===== src/rtl/scope_trigger_controller_if.sv =====
// Sample/slope stream in, capture-buffer write port and status out.
// master = producer/reader side, slave = trigger controller.
interface scope_trigger_controller_if #(
    parameter int DATA_BITS = 12,
    parameter int ADDR_BITS = 10
);
    logic                 dataReady;
    logic [DATA_BITS-1:0] dataIn;
    logic                 slopeReady;
    logic                 slopeIsPositive;
    logic [DATA_BITS-1:0] triggerLevel;
    logic                 triggerRising;
    logic                 arm;
    logic                 readDone;

    logic                 writeEnable;
    logic [ADDR_BITS-1:0] writeAddress;
    logic [DATA_BITS-1:0] writeData;
    logic [ADDR_BITS-1:0] triggerAddress;
    logic                 triggered;
    logic                 captureDone;
    logic                 busy;

    modport master (
        output dataReady, dataIn, slopeReady, slopeIsPositive,
               triggerLevel, triggerRising, arm, readDone,
        input  writeEnable, writeAddress, writeData, triggerAddress,
               triggered, captureDone, busy
    );

    modport slave (
        input  dataReady, dataIn, slopeReady, slopeIsPositive,
               triggerLevel, triggerRising, arm, readDone,
        output writeEnable, writeAddress, writeData, triggerAddress,
               triggered, captureDone, busy
    );
endinterface


===== src/rtl/scope_trigger_controller.sv =====
// Slope-qualified level trigger that fills a circular capture buffer with a
// fixed pre-trigger / post-trigger window.
module scope_trigger_controller #(
    parameter int DATA_BITS   = 12,
    parameter int ADDR_BITS   = 10,
    parameter int PRE_SAMPLES = 256,
    parameter int HOLDOFF     = 4
) (
    input logic                        clock,
    input logic                        reset,
    scope_trigger_controller_if.slave  bus
);
    localparam int DEPTH     = 1 << ADDR_BITS;
    localparam int HOLD_BITS = (HOLDOFF < 1) ? 1 : $clog2(HOLDOFF + 1);

    localparam logic [ADDR_BITS-1:0] PRE_LAST  = ADDR_BITS'(PRE_SAMPLES - 1);
    localparam logic [ADDR_BITS-1:0] POST_LAST = ADDR_BITS'(DEPTH - PRE_SAMPLES - 2);
    localparam logic [HOLD_BITS-1:0] HOLD_MAX  = HOLD_BITS'(HOLDOFF);

    typedef enum logic [2:0] {
        ST_IDLE,
        ST_PREFILL,
        ST_SEARCH,
        ST_POST,
        ST_DONE
    } state_e;

    state_e                       state_q,       state_d;
    logic [ADDR_BITS-1:0]         ptr_q,         ptr_d;
    logic [ADDR_BITS-1:0]         pre_count_q,   pre_count_d;
    logic [HOLD_BITS-1:0]         hold_count_q,  hold_count_d;
    logic [ADDR_BITS-1:0]         post_count_q,  post_count_d;
    logic signed [DATA_BITS-1:0]  prev_sample_q, prev_sample_d;
    logic                         prev_valid_q,  prev_valid_d;
    logic                         write_en_q,    write_en_d;
    logic [ADDR_BITS-1:0]         write_addr_q,  write_addr_d;
    logic [DATA_BITS-1:0]         write_data_q,  write_data_d;
    logic [ADDR_BITS-1:0]         trig_addr_q,   trig_addr_d;
    logic                         trig_pulse_q,  trig_pulse_d;

    logic                         accept;
    logic                         candidate;
    logic                         rising_hit;
    logic                         falling_hit;
    logic                         trigger_hit;
    logic signed [DATA_BITS-1:0]  sample_s;
    logic signed [DATA_BITS-1:0]  level_s;

    // Trigger qualification: all compares signed at full sample width.
    always_comb begin
        sample_s    = $signed(bus.dataIn);
        level_s     = $signed(bus.triggerLevel);
        accept      = bus.dataReady &&
                      (state_q inside {ST_PREFILL, ST_SEARCH, ST_POST});
        rising_hit  = (prev_sample_q < level_s) && (sample_s >= level_s) &&
                      bus.slopeIsPositive;
        falling_hit = (prev_sample_q > level_s) && (sample_s <= level_s) &&
                      !bus.slopeIsPositive;
        candidate   = accept && (state_q == ST_SEARCH) && bus.slopeReady &&
                      prev_valid_q && (hold_count_q == HOLD_MAX);
        trigger_hit = candidate && (bus.triggerRising ? rising_hit : falling_hit);
    end

    always_comb begin
        state_d       = state_q;
        ptr_d         = ptr_q;
        pre_count_d   = pre_count_q;
        hold_count_d  = hold_count_q;
        post_count_d  = post_count_q;
        prev_sample_d = prev_sample_q;
        prev_valid_d  = prev_valid_q;
        write_en_d    = 1'b0;
        write_addr_d  = write_addr_q;
        write_data_d  = write_data_q;
        trig_addr_d   = trig_addr_q;
        trig_pulse_d  = 1'b0;

        // Every accepted sample is written one cycle later at the current pointer.
        if (accept) begin
            write_en_d    = 1'b1;
            write_addr_d  = ptr_q;
            write_data_d  = bus.dataIn;
            ptr_d         = ptr_q + 1'b1;
            prev_sample_d = sample_s;
            prev_valid_d  = 1'b1;
        end

        case (state_q)
            ST_IDLE: begin
                if (bus.arm) begin
                    state_d      = ST_PREFILL;
                    ptr_d        = '0;
                    pre_count_d  = '0;
                    hold_count_d = '0;
                    prev_valid_d = 1'b0;
                end
            end
            ST_PREFILL: begin
                if (accept) begin
                    pre_count_d = pre_count_q + 1'b1;
                    if (pre_count_q == PRE_LAST) begin
                        state_d = ST_SEARCH;
                    end
                end
            end
            ST_SEARCH: begin
                if (accept) begin
                    if (hold_count_q != HOLD_MAX) begin
                        hold_count_d = hold_count_q + 1'b1;
                    end
                    if (trigger_hit) begin
                        trig_addr_d  = ptr_q;
                        trig_pulse_d = 1'b1;
                        post_count_d = '0;
                        state_d      = ST_POST;
                    end
                end
            end
            ST_POST: begin
                if (accept) begin
                    post_count_d = post_count_q + 1'b1;
                    if (post_count_q == POST_LAST) begin
                        state_d = ST_DONE;
                    end
                end
            end
            ST_DONE: begin
                if (bus.readDone) begin
                    state_d = ST_IDLE;
                end
            end
            default: begin
                state_d = ST_IDLE;
            end
        endcase
    end

    always_ff @(posedge clock) begin
        if (reset) begin
            state_q       <= ST_IDLE;
            ptr_q         <= '0;
            pre_count_q   <= '0;
            hold_count_q  <= '0;
            post_count_q  <= '0;
            prev_sample_q <= '0;
            prev_valid_q  <= 1'b0;
            write_en_q    <= 1'b0;
            write_addr_q  <= '0;
            write_data_q  <= '0;
            trig_addr_q   <= '0;
            trig_pulse_q  <= 1'b0;
        end else begin
            state_q       <= state_d;
            ptr_q         <= ptr_d;
            pre_count_q   <= pre_count_d;
            hold_count_q  <= hold_count_d;
            post_count_q  <= post_count_d;
            prev_sample_q <= prev_sample_d;
            prev_valid_q  <= prev_valid_d;
            write_en_q    <= write_en_d;
            write_addr_q  <= write_addr_d;
            write_data_q  <= write_data_d;
            trig_addr_q   <= trig_addr_d;
            trig_pulse_q  <= trig_pulse_d;
        end
    end

    assign bus.writeEnable    = write_en_q;
    assign bus.writeAddress   = write_addr_q;
    assign bus.writeData      = write_data_q;
    assign bus.triggerAddress = trig_addr_q;
    assign bus.triggered      = trig_pulse_q;
    assign bus.captureDone    = (state_q == ST_DONE);
    assign bus.busy           = (state_q inside {ST_PREFILL, ST_SEARCH, ST_POST});
endmodule


===== src/flat_wrapper.sv =====
// flat-port wrapper written by rule: the top's interface ports become plain ports
module scope_trigger_controller_flat 
#(
    parameter int DATA_BITS   = 12,
    parameter int ADDR_BITS   = 10,
    parameter int PRE_SAMPLES = 256,
    parameter int HOLDOFF     = 4
)
  (clock, reset, bus_dataReady, bus_dataIn, bus_slopeReady, bus_slopeIsPositive, bus_triggerLevel, bus_triggerRising, bus_arm, bus_readDone, bus_writeEnable, bus_writeAddress, bus_writeData, bus_triggerAddress, bus_triggered, bus_captureDone, bus_busy);
  scope_trigger_controller_if #(.DATA_BITS(DATA_BITS), .ADDR_BITS(ADDR_BITS)) bus_i ();
  input logic clock;
  input logic reset;
  input wire logic [$bits(bus_i.dataReady)-1:0] bus_dataReady;
  input wire logic [$bits(bus_i.dataIn)-1:0] bus_dataIn;
  input wire logic [$bits(bus_i.slopeReady)-1:0] bus_slopeReady;
  input wire logic [$bits(bus_i.slopeIsPositive)-1:0] bus_slopeIsPositive;
  input wire logic [$bits(bus_i.triggerLevel)-1:0] bus_triggerLevel;
  input wire logic [$bits(bus_i.triggerRising)-1:0] bus_triggerRising;
  input wire logic [$bits(bus_i.arm)-1:0] bus_arm;
  input wire logic [$bits(bus_i.readDone)-1:0] bus_readDone;
  output wire logic [$bits(bus_i.writeEnable)-1:0] bus_writeEnable;
  output wire logic [$bits(bus_i.writeAddress)-1:0] bus_writeAddress;
  output wire logic [$bits(bus_i.writeData)-1:0] bus_writeData;
  output wire logic [$bits(bus_i.triggerAddress)-1:0] bus_triggerAddress;
  output wire logic [$bits(bus_i.triggered)-1:0] bus_triggered;
  output wire logic [$bits(bus_i.captureDone)-1:0] bus_captureDone;
  output wire logic [$bits(bus_i.busy)-1:0] bus_busy;
  assign bus_i.dataReady = bus_dataReady;
  assign bus_i.dataIn = bus_dataIn;
  assign bus_i.slopeReady = bus_slopeReady;
  assign bus_i.slopeIsPositive = bus_slopeIsPositive;
  assign bus_i.triggerLevel = bus_triggerLevel;
  assign bus_i.triggerRising = bus_triggerRising;
  assign bus_i.arm = bus_arm;
  assign bus_i.readDone = bus_readDone;
  assign bus_writeEnable = bus_i.writeEnable;
  assign bus_writeAddress = bus_i.writeAddress;
  assign bus_writeData = bus_i.writeData;
  assign bus_triggerAddress = bus_i.triggerAddress;
  assign bus_triggered = bus_i.triggered;
  assign bus_captureDone = bus_i.captureDone;
  assign bus_busy = bus_i.busy;
  scope_trigger_controller #(.DATA_BITS(DATA_BITS), .ADDR_BITS(ADDR_BITS), .PRE_SAMPLES(PRE_SAMPLES), .HOLDOFF(HOLDOFF)) u_core (.clock(clock), .reset(reset), .bus(bus_i));
endmodule

===== config.mk =====
export PLATFORM = sky130hd
export DESIGN_NAME = scope_trigger_controller_flat
export DESIGN_NICKNAME = d
export VERILOG_FILES = /design/src/rtl/scope_trigger_controller_if.sv /design/src/rtl/scope_trigger_controller.sv /design/src/flat_wrapper.sv
export SDC_FILE = /design/constraint.sdc
export NUM_CORES = 1
export LEC_CHECK = 0
export CAP_MARGIN = 20
export CORE_MARGIN = 10
export CORE_UTILIZATION = 52
export DETAILED_ROUTE_END_ITERATION = 8
export PLACE_DENSITY = 0.8
export SETUP_SLACK_MARGIN = 0.5
export SYNTH_ARGS = -nofsm -noshare
export SYNTH_HDL_FRONTEND = slang
export SYNTH_SLANG_ARGS = --single-unit
export TNS_END_PERCENT = 10

===== constraint.sdc =====
create_clock -name clock -period 2.82 [get_ports clock]
set_input_delay 0.423 -clock clock [delete_from_list [all_inputs] [get_ports clock]]
set_output_delay 0.423 -clock clock [all_outputs]
set_load 0.01 [all_outputs]

==> impl_metrics.yaml <==
worst_hold_path:
  holdPathStages: 3
  min_delay_worst_endpoint: "u_core.prev_sample_q[4]"
  min_from: "bus_dataIn[4]"
  min_path_type: "input port to flip-flop"
clock_tree:
  worstSkewPairLatency_ns: 0.36
  cts-root-buf: "clkbuf_8"
  htreeDepth: 3
  clk_pin_slew_ns: 0.08
  cts_buffers: 9
  ctsHoldBuffers: 0
  clock_sinks: 71
  clockBufferDepth: 2
  cts_tree: "built"
finish:
  syn_to_final_growth_pct: 41.9
  final_nets: 585
  n_antenna_cell: 0
  fin_cells: 608
  drive_gt1_share_pct: 21.0
  stdcell_area_um2: 5110
timing:
  rsz0062_at_grt: "true"
  fin_crit_ns: 2.31
  clock_skew_ns: 0.00682
  max_freq_ghz: 0.432
  drv_slew: 0
  tightest_slew_ns: 0.550
  finalSetupViolations: 0
  relSlewSlack_pct: 63.2
  finalHoldViolCount: 0
  timing.final.crit_share_pct: 82.0
logic_synthesis:
  syn_nets: 502
  synth_cells: 440
  yosys.area_share.adder_pct: 10.4
  avgSynthCellArea_um2: 8.18
  synth_xor_area_share_pct: 4.38
  ys_types: 45
  synth_top_family_by_area: "simple AND/OR/NAND/NOR gates"
  synth_area_um2: 3600
  ys_ff_latch: 71
  async_flop_share_pct: 0
  synth_ff_type: "dfxtp_1"
  synth.area.mux_share_pct: 1.11
  yosysWarnings: 0
  synth_edf_count: 0
  ys_seq_area_share_pct: 39.5
  synth-compound-area-share_pct: 15.6
  synthSimpleGateAreaFrac_pct: 24.8
die:
  die-width_um: 103
  initial_core_util_pct: 53.3
  core-area_um2: 6760
  dieHeight_um: 103
  io_pins: 68
  rows: 30
  die-area_um2: 10700
setup_path:
  timing_worst_setup_path_type: "input port to flip-flop"
  crit_path_start_kind: "input port"
  path_max_fanout: 5
  r2r_cells: 10
  path_cells: "dlygate4sd2_1 -> ha_1 -> and4_4 -> a21oi_2 -> o211ai_1 -> or3_4 -> o2111a_2 -> buf_6 -> o21ai_2 -> a21oi_2"
  cp_common_cell: "a21oi_2"
  rr_startpoint: "u_core.prev_sample_q[10]"
  slowest_delay_ns: 0.41
  crit_arrival_ns: 2.56
  ff2ff_setup_slack_ns: 0.51
  r2r-end: "u_core.bus.triggerAddress[5]"
  end_kind: "flip-flop"
  slowest_stage: "or3_4"
  required_ns: 3.06
routing:
  wl_per_cell_um: 18.4
  drc_errors: 0
  vias: 3664
  viasPerCell: 6.03
  dr.pass1.iters: 5
  ant_nets: 0
  drt_iter0_drc: 322
  wl_um: 11200
placed_design:
  routabilityCongestion: 0.842
  placed_cell_area_um2: 4410
  port_buffers: 67
  dp_hpwl_um: 7040
  placed_cells: 581
job:
  max_cap_viol_count: 0
global_routing:
  antenna_found_initial: 0
  grt_remaining_overflow: 0
  grt_max_degree: 29
  grt_pass1_vias: 3606
  grt_pass1_wl_um: 17700
  grt_usage_pct: 21.0
power:
  power.density_nw_per_um2: 449
  finalPower_mw: 2.30
  peakVddDrop_uv: 336
  power.leakage_nw: 1.89
outcome:
  outcome: "finished, final reports clean"
## worst max path at each step
stage,startpoint,end,slack (ns),cells after the start
6_report,bus_dataIn[8],u_core.bus.triggerAddress[5],0.51,10
5_1_grt,u_core.prev_sample_q[10],u_core.bus.triggerAddress[5],0.41,10
4_1_cts,bus_dataIn[6],u_core.post_count_q[7],0.51,9
3_5_place_dp,bus_triggerLevel[10],u_core.post_count_q[7],-0.16,10
3_3_place_gp,bus_triggerLevel[10],u_core.post_count_q[7],-0.04,10
2_1_floorplan,bus_triggerLevel[10],u_core.post_count_q[7],0.50,10
## per-layer routing
layer	vias up	wire length [µm]	global-route usage [%]	share of wire [%]
li1	1717	-	-	-
met1	1727	4360	23.0	39
met2	174	5440	36.1	49
met3	46	893	5.91	8.0
met4	0	495	11.3	4.4
met5	-	0	0	0
## power by group
| group | internal [mW] | switching [mW] | leakage [nW] | total, mW |
|---|---|---|---|---|
| sequential | 1.03 | 0.0309 | 0.576 | 1.06 |
| clock | 0.409 | 0.415 | 0.0956 | 0.824 |
| combinational | 0.196 | 0.220 | 1.22 | 0.415 |
| total | 1.63 | 0.665 | 1.89 | 2.30 |
## metrics by stage
stage,util (%),setup TNS [ns],setup WS [ns],hold WS [ns]
2_1_floorplan,-,0,0.504,0.440
3_3_place_gp,65.2,-0.106,-0.0406,0.445
3_5_place_dp,65.2,-1.18,-0.158,0.453
4_1_cts,73.7,0,0.510,0.465
5_1_grt,75.6,0,0.413,0.378
6_report,75.6,0,0.507,0.361
## placed cells by master (no fill, tap or decap), types with 3 or more instances in the layout
master           instances
dfxtp_1                 67
nand2_1                 64
clkdlybuf4s50_1         43
nor2_1                  41
a21oi_1                 41
nand3_1                 20
dlygate4sd2_1           20
ha_4                    17
xor2_1                  15
nand4_1                 14
buf_4                   14
ha_1                    12
inv_2                   10
inv_1                    9
clkbuf_8                 9
a21oi_2                  8
o21ai_2                  8
buf_6                    8
nor3_1                   6
a21o_1                   5
nor2b_1                  5
o211ai_1                 5
nand2b_1                 4
mux2i_1                  4
o21ai_1                  4
dlymetal6s2s_1           4
and4_4                   3
a211o_1                  3
and3_1                   3
xnor2_1                  3
or3_1                    3
## cell usage after synthesis (2+ instances only)
cell type / instances / area (µm²)
dfxtp_1: 71 / 1420
nand2_1: 65 / 244
a21oi_1: 51 / 255
nor2_1: 42 / 158
ha_1: 30 / 375
nand3_1: 22 / 110
inv_1: 19 / 71.3
xor2_1: 15 / 131
clkbuf_1: 14 / 52.6
nand4_1: 14 / 87.6
o21ai_0: 14 / 70.1
nor3_1: 7 / 35.0
a21o_1: 5 / 37.5
nor2b_1: 5 / 31.3
o211ai_1: 5 / 37.5
and4_1: 4 / 35.0
mux2i_1: 4 / 40.0
nand2b_1: 4 / 25.0
or3_1: 4 / 25.0
a211o_1: 3 / 26.3
a31oi_1: 3 / 18.8
and3_1: 3 / 18.8
nor3b_1: 3 / 22.5
or2_2: 3 / 18.8
xnor2_1: 3 / 26.3
a311oi_1: 2 / 17.5
and2_1: 2 / 12.5
buf_2: 2 / 10.0
clkbuf_2: 2 / 10.0
o2bb2ai_1: 2 / 17.5
o31ai_1: 2 / 15.0
or4_1: 2 / 15.0
## flip-flops by register name, summed over array words and instances, names as in the netlist, 3 cells and up
| register | flops |
|---|---|
| u_core.state_q | 3 |
| u_core.post_count_q | 10 |
| u_core.pre_count_q | 10 |
| u_core.ptr_q | 10 |
| u_core.bus.writeAddress | 10 |
| u_core.prev_sample_q | 12 |
| u_core.bus.triggerAddress | 10 |
| u_core.hold_count_q | 3 |
## worst max-delay path: cells and delay by family
kind	cells	cell delay [ns]
AO/OA/AOI/OAI	5	0.80
AND/OR/NAND/NOR	2	0.61
buffers and inverters	2	0.39
adder cells (fa/ha/maj)	1	0.34
## layout make-up
class	instances	area (µm²)
clock inverter	7	72.6
timing repair buffer	90	871
sequential	71	1430
multi-input combinational	332	2440
clock buffer	9	124
inverter	19	71.3
tap	80	100
fill	461	1650
## timing repair
| action | 4_1_cts | 5_1_grt |
|---|---|---|
| buffers inserted | 5 | 3 |
| hold endpoints to repair | 0 | 0 |
| endpoints found under the setup margin | 22 | 22 |
| pin swaps | 35 | 23 |
| gates resized for setup | 87 | 31 |
| gates cloned | 2 | 1 |
## cells by family (layout without fill, tap and decap cells)
kind of cell | count (synthesis) | count (layout)
multiplexers | 4 | 4
AND/OR/NAND/NOR | 185 | 186
adder cells (fa/ha/maj) | 30 | 30
flip-flops | 71 | 71
AO/OA/AOI/OAI | 94 | 94
XOR/XNOR | 18 | 18
buffers and inverters | 38 | 125
No activity file was read; power rests on OpenSTA's default activity.
